$ cat src/rtl/dc_motor.sv
// Brushed DC motor PWM driver: 3-bit switch code -> PWM drive (pdcm) + direction (dir).
// Define DEADTIME_EN to hold the bridge off for DEADTIME clocks around every direction reversal.
module dc_motor #(
  parameter logic [11:0] PWM_OFF  = 12'hAF0,
  parameter logic [11:0] PWM_25   = 12'hCF0,
  parameter logic [11:0] PWM_50   = 12'h8F0,
  parameter logic [11:0] PWM_75   = 12'h6F0,
  parameter int unsigned DEADTIME = 16
) (
  input  logic       clk,
  input  logic       rst,
  input  logic [2:0] psw,
  output logic       pdcm,
  output logic       dir
);

  typedef enum logic [1:0] {
    ST_OFF  = 2'd0,
    ST_RUN  = 2'd1,
    ST_DEAD = 2'd2
  } state_t;

  state_t      state_reg, state_next;
  logic [2:0]  psw_q_reg;
  logic [11:0] cnt_reg, cnt_next;
  logic [11:0] duty_reg, duty_next;
  logic        dir_reg, dir_next;
  logic        pdcm_reg, pdcm_next;

`ifdef DEADTIME_EN
  localparam logic [7:0] DEAD_LAST = 8'(DEADTIME - 1);
  logic [7:0] dead_cnt_reg, dead_cnt_next;
`else
  logic unused_deadtime;
  assign unused_deadtime = ^DEADTIME;
`endif

  // Constant decode tables indexed by the registered switch code.
  logic [11:0] code_duty [8];
  logic [7:0]  code_rev;

  for (genvar gi = 0; gi < 8; gi++) begin : g_decode
    assign code_duty[gi] = (gi == 0)       ? 12'd0  :
                           (gi == 7)       ? PWM_OFF :
                           ((gi % 3) == 1) ? PWM_25 :
                           ((gi % 3) == 2) ? PWM_50 : PWM_75;
    assign code_rev[gi]  = (gi >= 4);
  end

  logic        req_on;
  logic        req_dir;
  logic [11:0] req_duty;

  assign req_on   = |psw_q_reg;
  assign req_dir  = code_rev[psw_q_reg];
  assign req_duty = code_duty[psw_q_reg];

  always_comb begin
    state_next = state_reg;
    cnt_next   = cnt_reg + 12'd1;
    duty_next  = duty_reg;
    dir_next   = dir_reg;
    pdcm_next  = 1'b0;
`ifdef DEADTIME_EN
    dead_cnt_next = dead_cnt_reg;
`endif
    case (state_reg)
      ST_OFF: begin
        if (req_on) begin
          if (req_dir == dir_reg) begin
            duty_next  = req_duty;
            cnt_next   = 12'd0;
            state_next = ST_RUN;
          end else begin
`ifdef DEADTIME_EN
            dead_cnt_next = 8'd0;
            state_next    = ST_DEAD;
`else
            dir_next   = req_dir;
            duty_next  = req_duty;
            cnt_next   = 12'd0;
            state_next = ST_RUN;
`endif
          end
        end
      end
      ST_RUN: begin
        pdcm_next = (cnt_reg < duty_reg);
        if (!req_on) begin
          state_next = ST_OFF;
          duty_next  = 12'd0;
        end else if (req_dir != dir_reg) begin
          // Reversal: the bridge is switched off on this very edge.
          pdcm_next = 1'b0;
`ifdef DEADTIME_EN
          dead_cnt_next = 8'd0;
          state_next    = ST_DEAD;
`else
          dir_next  = req_dir;
          duty_next = req_duty;
          cnt_next  = 12'd0;
`endif
        end else if (cnt_reg == 12'hFFF) begin
          // Threshold changes only at the frame boundary so no runt pulse appears.
          duty_next = req_duty;
        end
      end
`ifdef DEADTIME_EN
      ST_DEAD: begin
        if (!req_on) begin
          state_next = ST_OFF;
          duty_next  = 12'd0;
        end else if (dead_cnt_reg == DEAD_LAST) begin
          dir_next   = req_dir;
          duty_next  = req_duty;
          cnt_next   = 12'd0;
          state_next = ST_RUN;
        end else begin
          dead_cnt_next = dead_cnt_reg + 8'd1;
        end
      end
`endif
      default: begin
        state_next = ST_OFF;
        duty_next  = 12'd0;
      end
    endcase
  end

  always_ff @(posedge clk) begin
    if (rst) begin
      state_reg <= ST_OFF;
      psw_q_reg <= 3'b000;
      cnt_reg   <= 12'd0;
      duty_reg  <= 12'd0;
      dir_reg   <= 1'b0;
      pdcm_reg  <= 1'b0;
`ifdef DEADTIME_EN
      dead_cnt_reg <= 8'd0;
`endif
    end else begin
      state_reg <= state_next;
      psw_q_reg <= psw;
      cnt_reg   <= cnt_next;
      duty_reg  <= duty_next;
      dir_reg   <= dir_next;
      pdcm_reg  <= pdcm_next;
`ifdef DEADTIME_EN
      dead_cnt_reg <= dead_cnt_next;
`endif
    end
  end

  assign pdcm = pdcm_reg;
  assign dir  = dir_reg;

endmodule

$ cat config.mk
export PLATFORM = sky130hd
export DESIGN_NAME = dc_motor
export DESIGN_NICKNAME = d
export VERILOG_FILES = /design/src/rtl/dc_motor.sv
export SDC_FILE = /design/constraint.sdc
export NUM_CORES = 1
export LEC_CHECK = 0
export ABC_AREA = 1
export CAP_MARGIN = 10
export CORE_ASPECT_RATIO = 2
export CORE_UTILIZATION = 35
export CTS_CLUSTER_DIAMETER = 30
export DETAILED_ROUTE_END_ITERATION = 10
export MAX_ROUTING_LAYER = met4
export PLACE_DENSITY = 0.62
export SLEW_MARGIN = 20
export SYNTH_ARGS = -nofsm -noshare
export SYNTH_HDL_FRONTEND = slang
export SYNTH_SLANG_ARGS = --single-unit
$ cat constraint.sdc
create_clock -name clk -period 1.46 [get_ports clk]
set_input_delay 0.292 -clock clk [delete_from_list [all_inputs] [get_ports clk]]
set_output_delay 0.292 -clock clk [all_outputs]
set_load 0.05 [all_outputs]
# After elaboration in Yosys (flattened, before gate mapping)
# Memories as Yosys holds them, arrays and structs flattened. A register that Yosys moved wholly into a read port is not among the register bits.
# Index checks and enable logic that the tools add are counted.
# totals
ff_bits	31
latch_bits	0
ramBits	0
mem_bits_ro	104
in_bits	5
out_inout_bits	2
wordCells	54
memories	2
# mem_list
name	depth	word_bits	rd	rd_clocked_by_memory_dff	write_ports	line_no	source
(name not given)	8	12	1	0	0	56	assign req_duty = code_duty[psw_q_reg];
(name not given)	8	1	1	1	0	55	assign req_dir = code_rev[psw_q_reg];
# classes
n_addsub	1
mul	0
div_mod_pow	0
magnitude_cmp	3
eq_ne	10
shift	0
muxes	23
bitwise_logic	2
n_reduce_logical	7
# ops
cell	count
$mux W12	9
$pmux W12 S2	2
$add A12 B1 Y12 const B	1
$eq A12 B12 Y1 const B	1
$lt A12 B12 Y1	1
$ne A2 B2 Y1 const B	5
$mux W1	7
$reduce_and A5 Y1	1
$ge A4 B4 Y1 const B	1
$lt A3 B4 Y1 const B	1
$mux W2	2
$ne A4 B4 Y1 const B	1
$not A3 Y4	1
$pmux W2 S2	1
$reduce_and A2 Y1	2
$mux W3	1
$reduce_or A3 Y1	1
$eq A2 B1 Y1 const B	1
$logic_not A2 Y1	1
$pmux W1 S2	1
$reduce_bool A2 Y1	1
$reduce_or A2 Y1	1
$eq A1 B1 Y1	1
$ne A1 B1 Y1	1
$not A1 Y1	1

# Depth between registers and ports, before layout
# depth
depth_word	8
mapped_depth	9
ltp_nobuf	9

# Worst setup path after synthesis
# OpenSTA, ideal clock, no wires.
# synth_timing
path_type	register -> register
startpoint	register dir_reg (netlist: dir)
endpoint	register cnt_reg[7]
t_arrival_ns	1.356
required_ns	1.345
slack_ns	-0.011
stages_incl_launch_ff	8
n_path_buf	0
synth_period_minus_slack_ns	1.471
cell_sequence	dfxtp_1 -> inv_1 -> nand2_4 -> a21oi_2 -> o21ai_4 -> inv_2 -> nand2_1 -> nor2_1
# synth_via
elab_chain_cells	4
# synth_rtl
item	line_no	source
start, declared	27	logic dir_reg, dir_next;
start signal, assigned	146	dir_reg <= dir_next;
$ne A1 B1 Y1	92	end else if (req_dir != dir_reg) begin
$mux W12	92	
$mux W12	89	if (!req_on) begin
$pmux W12 S2	67	case (state_reg)
end signal, assigned	144	cnt_reg <= cnt_next;
end, declared	25	logic [11:0] cnt_reg, cnt_next;
# No other way between the ends.
# A chain may end at the register's enable or synchronous reset.

# Worst setup path in the final report
# layout_timing
startpoint	register psw_q_reg[1]
endpoint	register duty_reg[11]
# layout_via
elab_chain_cells	8
elab_cells_between_ends	13
# layout_rtl
item	line_no	source
start, declared	24	logic [2:0] psw_q_reg;
start signal, assigned	143	psw_q_reg <= psw;
$not A3 Y4 (not written as such)	56	
$mem_v2 Z8 W12	n/a	
$mux W12 (not written as such) (2 in a row)	56	
$mux W12	103	end else if (cnt_reg == 12'hFFF) begin
$mux W12	92	
$mux W12	89	
$pmux W12 S2	67	
end signal, assigned	145	duty_reg <= duty_next;
end, declared	26	logic [11:0] duty_reg, duty_next;
# Several ways; a longest one is shown, not always the timed one. The select of a mux whose other input is x is not followed.

==> metrics.md <==
| Metric | Value |
|---|---|
| Status | finished clean |
| CP Max Fanout | 7 |
| Clock transition at path regs | 0.08 ns |
| Int Power | 1.30 mW |
| Via count | 1,006 |
| Critical Path, Cell by Cell | inv_2 -> ha_4 -> inv_2 -> nor2_4 -> ha_4 -> clkinvlp_4 -> a21oi_2 -> nor2_1 |
| Max VDD drop | 0.708 mV |
| CP delay by family, top | flip-flops |
| Max reg flops | 12 |
| CTS Buffer Depth | 2 |
| Clk root buf | clkbuf_8 |
| RSZ-0062 raised after global routing | true |
| P_leak | 0.670 nW |
| Drt first pass iters | 4 |
| TritonCTS clock tree | done |
| Sw Pwr | roughly 0.6 mW |
| Worst-margin pin slew | ~0.28 ns |
| Crit share post-route | 0.998 |
| Avg Inst Size Synth | between 7 and 8 sq um |
| Clk_lat worst skew | ~0.26 ns |
| Sequential power share | 0.392 |
| Final Setup Violations | 0 |
| Crit path buffers/inverters | 3 |
| Kind of end point of the critical path | flop |
| Total Wirelength | 2.57 mm |
| Sinks on Clock Net | 22 |
| Via density per instance | 4.86 |
| Number of buffers created by CTS | 3 |
| Sequential share of the synthesized area | 0.360 |
| Antenna Violating Nets Remaining | 0 |
| CP startpoint kind | flop |
| Post-route DRC | 0 |
| Share of layout cells above drive strength 1 | 0.280 |
| Max-slew violation count | 0 |
| First-pass GRT wire length | approximately 4.2 mm |
| Final hold vios | 0 |
| Setup_tns | 0 ns |
| Final nets | 193 |
| Fmax | around 690 MHz |
| Vias in the first global route | 1,034 |
| Finished Cell Area | between 1500 and 2000 sq um |
| Relative slew slack | 0.814 |
| Fillers | 341 |
| IO Port Bufs | 6 |
| IO Count | 7 |
| Cell area power density | between 1000 and 1500 nW/um^2 |
| Initial core utilization | 0.362 |
| Cell Area, Synth | 1220 sq um |
| Mapped Cells | 156 |
| # diodes | 0 |
| Routed len/inst | 12.4 microns |
| Crit-path slowest cell | dfxtp_2 |
| Initial DRC Count | 29 |
| Worst Path Arrival | 1.62 ns |
| Gp weighted congestion | 0.843 |
| Count of cell types in the netlist | 27 |
| Synthesized Nets | ~170 |
| Worst R2R Setup Slack | 0.002 ns |
| H-tree levels | 1 |
| DP HPWL | a little under 2 mm |
| Crit path time final | 1.46 ns |
| Grt total ovfl | 0 |
| Initial antenna violation count | 0 |
| Die Height | 85.6 microns |
| Core Rows | 30 |
| Crit path largest cell delay | ~0.34 ns |
| Pin count of the biggest net entering global routing | 14 |
| Logic pwr share | 0.306 |
| Die footprint | 3750 sq um |
| Area after DPL | about 1400 sq um |
| Hold slack | 0.427 ns |
| Die X | 43.8 microns |
| Count of state elements after synthesis | 22 |
| Tot GR Track Use | 0.149 |
| Synth Warn # | 0 |
| Critical path class | flop to flop |
| Worst min path class | flop to flop |
| Synthesis-to-finish area growth | 26.6% |
| Clk pwr share | 0.302 |
| Layout Skew | between 0.003 and 0.004 ns |
| Sw Ratio | 0.311 |
| Max Cap Violations | 0 |
| Required time of the critical path | approximately 1.6 ns |
| Core area | approximately 3400 sq um |
==> cell families after synthesis <==
logic type | Yosys count | share of synthesized area
AOI/OAI and AO/OA | 22 | 0.117
adders and majority gates | 12 | 0.123
and+or+nand+nor | 73 | 0.298
xor gates and xnor gates | 3 | 0.0215
DFF | 22 | 0.360
buffers and inverters | 24 | 0.0818
==> per-layer routing <==
metal / vias up / track usage / share of wire
met2: 12 / 0.294 / 0.61
met5: - / - / 0
met1: 451 / 0.130 / 0.36
li1: 539 / - / -
met3: 4 / 0.0189 / 0.012
met4: 0 / 0.0625 / 0.016
==> through the flow <==
step / util / total power [mW] / setup WS (ns) / instances
5_1_grt: 0.459 / 2.00 / -0.0936 / 207
3_5_place_dp: 0.408 / 1.24 / -0.0915 / 199
6_report: 0.459 / 1.89 / 0.00230 / 207
4_1_cts: 0.438 / 1.85 / -0.00959 / 205
2_1_floorplan: - / 1.07 / 0.112 / 156
3_3_place_gp: 0.408 / 1.22 / 0.0375 / 199
==> final timing paths <==
check,from,to,cells after the start
max,psw_q_reg[1],duty_reg[11],8
min,cnt_reg[0],cnt_reg[0],1
max reg2reg,psw_q_reg[1],duty_reg[11],8
min reg2reg,cnt_reg[0],cnt_reg[0],1
==> layout make-up <==
| class | instances | area (sq um) | share of cell area |
|---|---|---|---|
| clock buffers | 3 | 41.3 | 0.0267 |
| clock inverters | 1 | 30.0 | 0.0194 |
| well taps | 32 | 40.0 | 0.0258 |
| flip-flops and latches | 22 | 445 | 0.288 |
| repair buffers | 16 | 155 | 0.100 |
| inverters | 23 | 92.6 | 0.0598 |
| multi-input cells | 110 | 744 | 0.481 |
==> placed cells by master, fill, tap and decap left out, drive strengths merged <==
cell / instances
o211a: 1
nor2: 29
nand3: 11
nand2: 26
dfxtp: 22
o21ai: 5
a21oi: 12
xor2: 2
xnor2: 1
clkdlybuf4s50: 4
nor3: 3
o21bai: 1
ha: 12
and3: 1
bufinv: 1
clkbuf: 3
o211ai: 2
nor3b: 3
buf: 12
clkinvlp: 1
inv: 22
a31oi: 1
==> cells in the mapped netlist (all sizes together) <==
cell     n  area (sq um)
a31oi    1          6.26
nor3     3          26.3
inv     23          88.8
o21ai    5          36.3
o211ai   2          15.0
xor2     2          17.5
nor2    29           116
buf      1          11.3
o211a    1          10.0
nor3b    3          37.5
ha      12           150
xnor2    1          8.76
nand3   11          65.1
nand2   26           113
a21oi   12          67.6
o21bai   1          7.51
dfxtp   22           440
and3     1          6.26
==> what timing repair did <==
action                                  in CTS  in global routing
endpoints found under the setup margin       5                 16
gates resized for setup                      4                 15
setup buffers                                2                  2
hold buffers                                 0                  0
pin swaps                                    2                 10
==> power groups by stage <==
| stage | sequential [mW] | clock [mW] | combinational, mW |
|---|---|---|---|
| after floorplan | 0.767 | 0 | 0.307 |
| after global placement | 0.742 | 0 | 0.482 |
| after CTS | 0.733 | 0.586 | 0.527 |
| after detailed placement | 0.745 | 0 | 0.495 |
| final | 0.741 | 0.571 | 0.579 |
| after global routing | 0.750 | 0.605 | 0.643 |
Power figures use the tool's default switching activity.
